==> src/rtl/sum_mult_seq.sv <==
`default_nettype none
// ============================================================================
//  Module   : sum_mult_seq
//  Purpose  : Sequenced P = (A+B)*(C+D)*(E+F) using one shared 9-bit adder
//             and one shared 18x9 multiplier, with valid/ready on both sides.
//  Options  : SUM_MULT_STAT_EN adds the saturating res_cnt result counter.
//  Revision : 1.0  initial release
// ============================================================================
module sum_mult_seq (
    input  logic        sys_clk,
    input  logic        sys_rst_n,
    input  logic        in_valid,
    output logic        in_ready,
    input  logic [7:0]  A,
    input  logic [7:0]  B,
    input  logic [7:0]  C,
    input  logic [7:0]  D,
    input  logic [7:0]  E,
    input  logic [7:0]  F,
    output logic        out_valid,
    input  logic        out_ready,
    output logic [26:0] P,
    output logic        busy
`ifdef SUM_MULT_STAT_EN
    ,
    output logic [15:0] res_cnt
`endif
);

    typedef enum logic [2:0] {
        S_IDLE = 3'd0,
        S_ADD0 = 3'd1,
        S_ADD1 = 3'd2,
        S_ADD2 = 3'd3,
        S_MUL0 = 3'd4,
        S_MUL1 = 3'd5,
        S_OUT  = 3'd6
    } state_t;

    state_t      r_state;
    state_t      w_state_nxt;

    logic [7:0]  r_op_a, r_op_b, r_op_c, r_op_d, r_op_e, r_op_f;
    logic [8:0]  r_sum1, r_sum2, r_sum3;
    logic [17:0] r_prod;
    logic [26:0] r_p;

    logic        w_in_hs;
    logic        w_out_hs;

    // Shared datapath operands and results
    logic [7:0]  w_add_x, w_add_y;
    logic [8:0]  w_add_sum;
    logic [17:0] w_mul_a;
    logic [8:0]  w_mul_b;
    logic [26:0] w_mul_p;

    // Handshake flags are decoded from the state register only, so neither
    // in_ready nor out_valid depends combinationally on the other side.
    assign in_ready  = (r_state == S_IDLE);
    assign out_valid = (r_state == S_OUT);
    assign busy      = (r_state != S_IDLE);
    assign P         = r_p;

    assign w_in_hs   = in_valid  && (r_state == S_IDLE);
    assign w_out_hs  = out_ready && (r_state == S_OUT);

    // Shared adder operand select: one addition per ADD state
    always_comb begin
        w_add_x = r_op_a;
        w_add_y = r_op_b;
        case (r_state)
            S_ADD1: begin
                w_add_x = r_op_c;
                w_add_y = r_op_d;
            end
            S_ADD2: begin
                w_add_x = r_op_e;
                w_add_y = r_op_f;
            end
            default: begin
                w_add_x = r_op_a;
                w_add_y = r_op_b;
            end
        endcase
    end

    assign w_add_sum = {1'b0, w_add_x} + {1'b0, w_add_y};

    // Shared multiplier operand select: sum1*sum2 in MUL0, prod*sum3 in MUL1
    always_comb begin
        w_mul_a = {9'd0, r_sum1};
        w_mul_b = r_sum2;
        if (r_state == S_MUL1) begin
            w_mul_a = r_prod;
            w_mul_b = r_sum3;
        end
    end

    // 18x9 product is 27 bits wide; the largest reachable value 510^3 fits.
    assign w_mul_p = {9'd0, w_mul_a} * {18'd0, w_mul_b};

    // State register; reset aborts any computation in flight
    always_ff @(posedge sys_clk or negedge sys_rst_n) begin
        if (!sys_rst_n) begin
            r_state <= S_IDLE;
        end else begin
            r_state <= w_state_nxt;
        end
    end

    // Next-state sequencing through the shared units
    always_comb begin
        w_state_nxt = r_state;
        case (r_state)
            S_IDLE:  if (w_in_hs)  w_state_nxt = S_ADD0;
            S_ADD0:  w_state_nxt = S_ADD1;
            S_ADD1:  w_state_nxt = S_ADD2;
            S_ADD2:  w_state_nxt = S_MUL0;
            S_MUL0:  w_state_nxt = S_MUL1;
            S_MUL1:  w_state_nxt = S_OUT;
            S_OUT:   if (w_out_hs) w_state_nxt = S_IDLE;
            default: w_state_nxt = S_IDLE;
        endcase
    end

    // Operand capture only on the input handshake; later source changes are ignored
    always_ff @(posedge sys_clk or negedge sys_rst_n) begin
        if (!sys_rst_n) begin
            r_op_a <= 8'd0;
            r_op_b <= 8'd0;
            r_op_c <= 8'd0;
            r_op_d <= 8'd0;
            r_op_e <= 8'd0;
            r_op_f <= 8'd0;
        end else if (w_in_hs) begin
            r_op_a <= A;
            r_op_b <= B;
            r_op_c <= C;
            r_op_d <= D;
            r_op_e <= E;
            r_op_f <= F;
        end
    end

    // Partial sums and the intermediate product, one per compute state
    always_ff @(posedge sys_clk or negedge sys_rst_n) begin
        if (!sys_rst_n) begin
            r_sum1 <= 9'd0;
            r_sum2 <= 9'd0;
            r_sum3 <= 9'd0;
            r_prod <= 18'd0;
        end else begin
            case (r_state)
                S_ADD0:  r_sum1 <= w_add_sum;
                S_ADD1:  r_sum2 <= w_add_sum;
                S_ADD2:  r_sum3 <= w_add_sum;
                S_MUL0:  r_prod <= w_mul_p[17:0];
                default: ;
            endcase
        end
    end

    // Result register: written in MUL1, held through OUT and afterwards
    always_ff @(posedge sys_clk or negedge sys_rst_n) begin
        if (!sys_rst_n) begin
            r_p <= 27'd0;
        end else if (r_state == S_MUL1) begin
            r_p <= w_mul_p;
        end
    end

`ifdef SUM_MULT_STAT_EN
    logic [15:0] r_res_cnt;

    // Completed-result counter, saturating at all-ones
    always_ff @(posedge sys_clk or negedge sys_rst_n) begin
        if (!sys_rst_n) begin
            r_res_cnt <= 16'd0;
        end else if (w_out_hs && (r_res_cnt != 16'hFFFF)) begin
            r_res_cnt <= r_res_cnt + 16'd1;
        end
    end

    assign res_cnt = r_res_cnt;
`endif

endmodule
`default_nettype wire
==> config.mk <==
export PLATFORM = sky130hd
export DESIGN_NAME = sum_mult_seq
export DESIGN_NICKNAME = d
export VERILOG_FILES = /design/src/rtl/sum_mult_seq.sv
export SDC_FILE = /design/constraint.sdc
export NUM_CORES = 1
export LEC_CHECK = 0
export CORE_ASPECT_RATIO = 1.25
export CORE_MARGIN = 3
export CORE_UTILIZATION = 43
export CTS_BUF_LIST = sky130_fd_sc_hd__clkbuf_4 sky130_fd_sc_hd__clkbuf_8 sky130_fd_sc_hd__clkbuf_16
export DETAILED_ROUTE_END_ITERATION = 16
export DONT_BUFFER_PORTS = 1
export GPL_ROUTABILITY_DRIVEN = 0
export PLACE_DENSITY = 0.6
export SYNTH_ARGS = -nofsm -noshare
export SYNTH_HDL_FRONTEND = slang
export SYNTH_SLANG_ARGS = --single-unit
export TNS_END_PERCENT = 10
==> constraint.sdc <==
create_clock -name sys_clk -period 9.6 [get_ports sys_clk]
set_input_delay 0 -clock sys_clk [delete_from_list [all_inputs] [get_ports sys_clk]]
set_output_delay 0 -clock sys_clk [all_outputs]
set_load 0.1 [all_outputs]
==> impl_results.md <==
- Status: finished, final reports clean
- Residual DRC: 0
- Main flop type after synthesis: dfrtp_1
- Number of flops mapped to enable cells by yosys: 0
- Max Cap Viol: 0
- Vias: 7831
- CP startpoint kind: register
- Clock slew at reported path FFs: 0.06 ns
- Synthesized Nets: 1369
- Inst Count DP: 1418
- Synth cell types: 63
- Die X-Extent: 147 microns
- WL per Instance: 17.2 microns
- Setup Crit Path Kind: reg2reg
- Clock Skew: 0.0107 ns
- CP cell instances: nor3b_2 > buf_4 > and2_1 > a21o_1 > nand2_1 > fa_1 > inv_1 > fa_1 > fa_1 > fa_1 > ha_1 > a21o_1 > a31o_1 > o21ai_2 > nand2_2 > o21ai_0 > mux2i_1 > o311ai_0
- First-pass GRT wire length: 42.4 mm
- Total congestion overflow: 0
- Initial Util: 44.3%
- Clock Latency Late Sink: 0.43 ns
- Relative slew slack: 27.7%
- Hpwl dp: 19.5 mm
- Post-CTS setup buffers: 0
- Slew of the pin with the lowest slew margin: 1.08 ns
- Die height: 182 microns
- Post-synth ARST share: 100%
- Sequential-to-total area share from yosys stat: 28.9%
- Max Fclk: 167 MHz
- CP required: 9.89 ns
- Crit. End Element: register
- Root Buffer: clkbuf_16
- Initial antenna violation count: 0
- RSZ-0062 raised after global routing: false
- Period Utilization, post-route: 62.3%
- Tot GR Track Use: 20.0%
- Finished Layout Cells: 1502
- # diodes: 0
- Post-CTS sizing: 0
- # nets final: 1385
- Clock tree buffer depth: 2
- Initial DRC Count: 460
- Die area: 26700 sq um
- # IOs: 82
- Cell repeated most along the worst path: fa_1
- Number of global-route vias before repair: 8105
- Average size of a mapped cell: 9.29 sq um
- CTS Sinks: 123
- Hold Crit Class: in2async
- Design area: 11900 sq um
- TritonRoute pass-1 iters: 5
- #FFs+latches synth: 123
- Layout cell share with drive strength beyond 1: 9.94%
- Utilization of the core after routing: 49.6%
- CTS Buf Count: 17
- Crit-path slowest cell: fa_1
- Layout area overhead: 11.9%
- Largest net degree at the start of global routing: 124
- Warnings, synthesis: 0
- Final Hold Viols: 0
- Post-route setup TNS: 0 ns
- Dpl cell area: 10800 sq um
- Drt total wl: 25.8 mm
- Arrival @ worst endpoint: 6.27 ns
- Core area: 24000 sq um
- CTS tree: done
- Setup-failing EPs final: 0
- ANT nets after route: 0
- Buffers added on ports: 0
- Min Tclk post-route: 5.98 ns
- H-tree depth: 4
- Fill cells: 2254
- Max incr delay on CP: 0.57 ns
- Max Slew Vio Count: 0
- Synth Cell Area: 10700 sq um
- Synth Instances: 1148
- Vias/cell: 5.21
- # rows: 63
- Crit path max fanout: 65
-- synthesized netlist by cell type (all sizes together) (2+ instances only) --
| library cell | instances | area share, % |
|---|---|---|
| a21boi | 4 | 0.32 |
| a21o | 12 | 0.85 |
| a21oi | 28 | 1.6 |
| a311oi | 3 | 0.36 |
| a31o | 3 | 0.25 |
| a31oi | 5 | 0.29 |
| and2 | 12 | 0.70 |
| and3 | 44 | 2.6 |
| buf | 40 | 2.1 |
| clkbuf | 20 | 0.70 |
| dfrtp | 123 | 29 |
| fa | 114 | 21 |
| ha | 55 | 6.5 |
| inv | 155 | 5.5 |
| mux2 | 55 | 5.8 |
| mux2i | 26 | 2.5 |
| nand2 | 228 | 8.1 |
| nand2b | 5 | 0.29 |
| nand3 | 11 | 0.52 |
| nand3b | 3 | 0.21 |
| nand4 | 2 | 0.12 |
| nor2 | 51 | 1.8 |
| nor2b | 3 | 0.25 |
| nor3 | 7 | 0.33 |
| o211ai | 2 | 0.14 |
| o21a | 4 | 0.28 |
| o21ai | 88 | 4.3 |
| o21bai | 2 | 0.18 |
| o22a | 2 | 0.16 |
| o22ai | 2 | 0.12 |
| o311ai | 2 | 0.16 |
| o31ai | 3 | 0.31 |
| or2 | 4 | 0.23 |
| or3 | 3 | 0.18 |
| xnor2 | 10 | 0.82 |
| xor2 | 12 | 0.99 |
-- metal layers --
| metal | track usage, % | up-vias | wire (microns) |
|---|---|---|---|
| met2 | 34.7 | 183 | 13400 |
| li1 | - | 3716 | - |
| met4 | 7.23 | 0 | 683 |
| met3 | 3.79 | 49 | 1120 |
| met1 | 24.8 | 3883 | 10600 |
| met5 | 0 | - | 0 |
-- critical path: cells and delay by family (launching register included) --
kind / cells / cell delay [ns]
muxes: 1 / 0.20
buffers and inverters: 2 / 0.52
DFF: 1 / 0.48
adders and majority gates: 5 / 2.38
AOI/OAI and AO/OA: 6 / 1.28
and+or+nand+nor: 4 / 0.96
-- final timing paths --
path | cells after the start | to | startpoint | slack [ns]
hold / removal | 2 | r_op_e[0]$_DFFE_PN0P_ | sys_rst_n | 0.20
max in group asynchronous | 2 | r_prod[16]$_DFFE_PN0P_ | sys_rst_n | 8.95
setup / recovery | 18 | P[23]$_DFFE_PN0P_ | r_state[2]$_DFFE_PN0P_ | 3.62
min in group sys_clk | 2 | r_op_d[3]$_DFFE_PN0P_ | D[3] | 0.24
setup reg to reg | 18 | P[23]$_DFFE_PN0P_ | r_state[2]$_DFFE_PN0P_ | 3.62
hold reg to reg | 2 | r_sum2[2]$_DFFE_PN0N_ | r_sum2[2]$_DFFE_PN0N_ | 0.50
-- flip-flops by register name, summed over array words and instances (netlist names) --
register,flops
r_op_e,8
r_op_b,8
r_op_f,8
r_op_a,8
r_sum2,9
r_op_c,8
r_sum3,9
r_sum1,9
r_state,3
r_op_d,8
r_prod,18
P,27
-- placed cells by master, fill, tap and decap left out, types with 3 or more instances in the layout --
| cell | n |
|---|---|
| a21o_1 | 12 |
| a31oi_1 | 5 |
| or3_1 | 3 |
| xnor2_1 | 10 |
| o21ai_1 | 10 |
| inv_1 | 154 |
| nand2_1 | 227 |
| clkbuf_16 | 17 |
| nand2b_1 | 5 |
| inv_6 | 4 |
| mux2_2 | 55 |
| nor2_1 | 51 |
| clkinvlp_4 | 4 |
| xor2_1 | 12 |
| and3_1 | 44 |
| nor3_1 | 7 |
| o21ai_0 | 76 |
| dfrtp_1 | 123 |
| nand3_1 | 11 |
| ha_1 | 55 |
| dlygate4sd3_1 | 51 |
| mux2i_1 | 25 |
| nand3b_1 | 3 |
| fa_1 | 114 |
| a21oi_2 | 4 |
| buf_4 | 5 |
| o21a_1 | 4 |
| and2_1 | 9 |
| a21oi_1 | 23 |
-- area by class of cell --
class / instances / area, sq um / area share, %
multi-input cells: 810 / 6710 / 56.3
flip-flops and latches: 123 / 3080 / 25.8
inverters: 155 / 582 / 4.88
repair buffers: 57 / 576 / 4.82
clock buffers: 18 / 439 / 3.68
well taps: 325 / 407 / 3.41
clock inverters: 14 / 136 / 1.14
-- repair_timing --
item / 4_1_cts / 5_1_grt
hold buffers: 52 / 0
endpoints found under the hold margin: 174 / 0
setup endpoints to repair: 0 / 0
-- cells by family after synthesis --
logic type	share of synthesized area [%]
mux	8.29
flops	28.9
buf+inv	8.22
simple gates	15.3
xor+xnor	1.81
compound gates	9.62
fa+ha+maj	27.9
-- metrics by stage --
| stage | setup WS, ns | hold WS [ns] |
|---|---|---|
| 6_report | 3.62 | 0.204 |
| 5_1_grt | 3.21 | 0.234 |
| 4_1_cts | 3.61 | 0.224 |
| 3_5_place_dp | 3.60 | -0.292 |
| 3_3_place_gp | 3.76 | -0.292 |
| 2_1_floorplan | 4.53 | -0.296 |
Power is not shown: default switching activity piles up to over one toggle a cycle in this logic, so the estimate is an artifact.
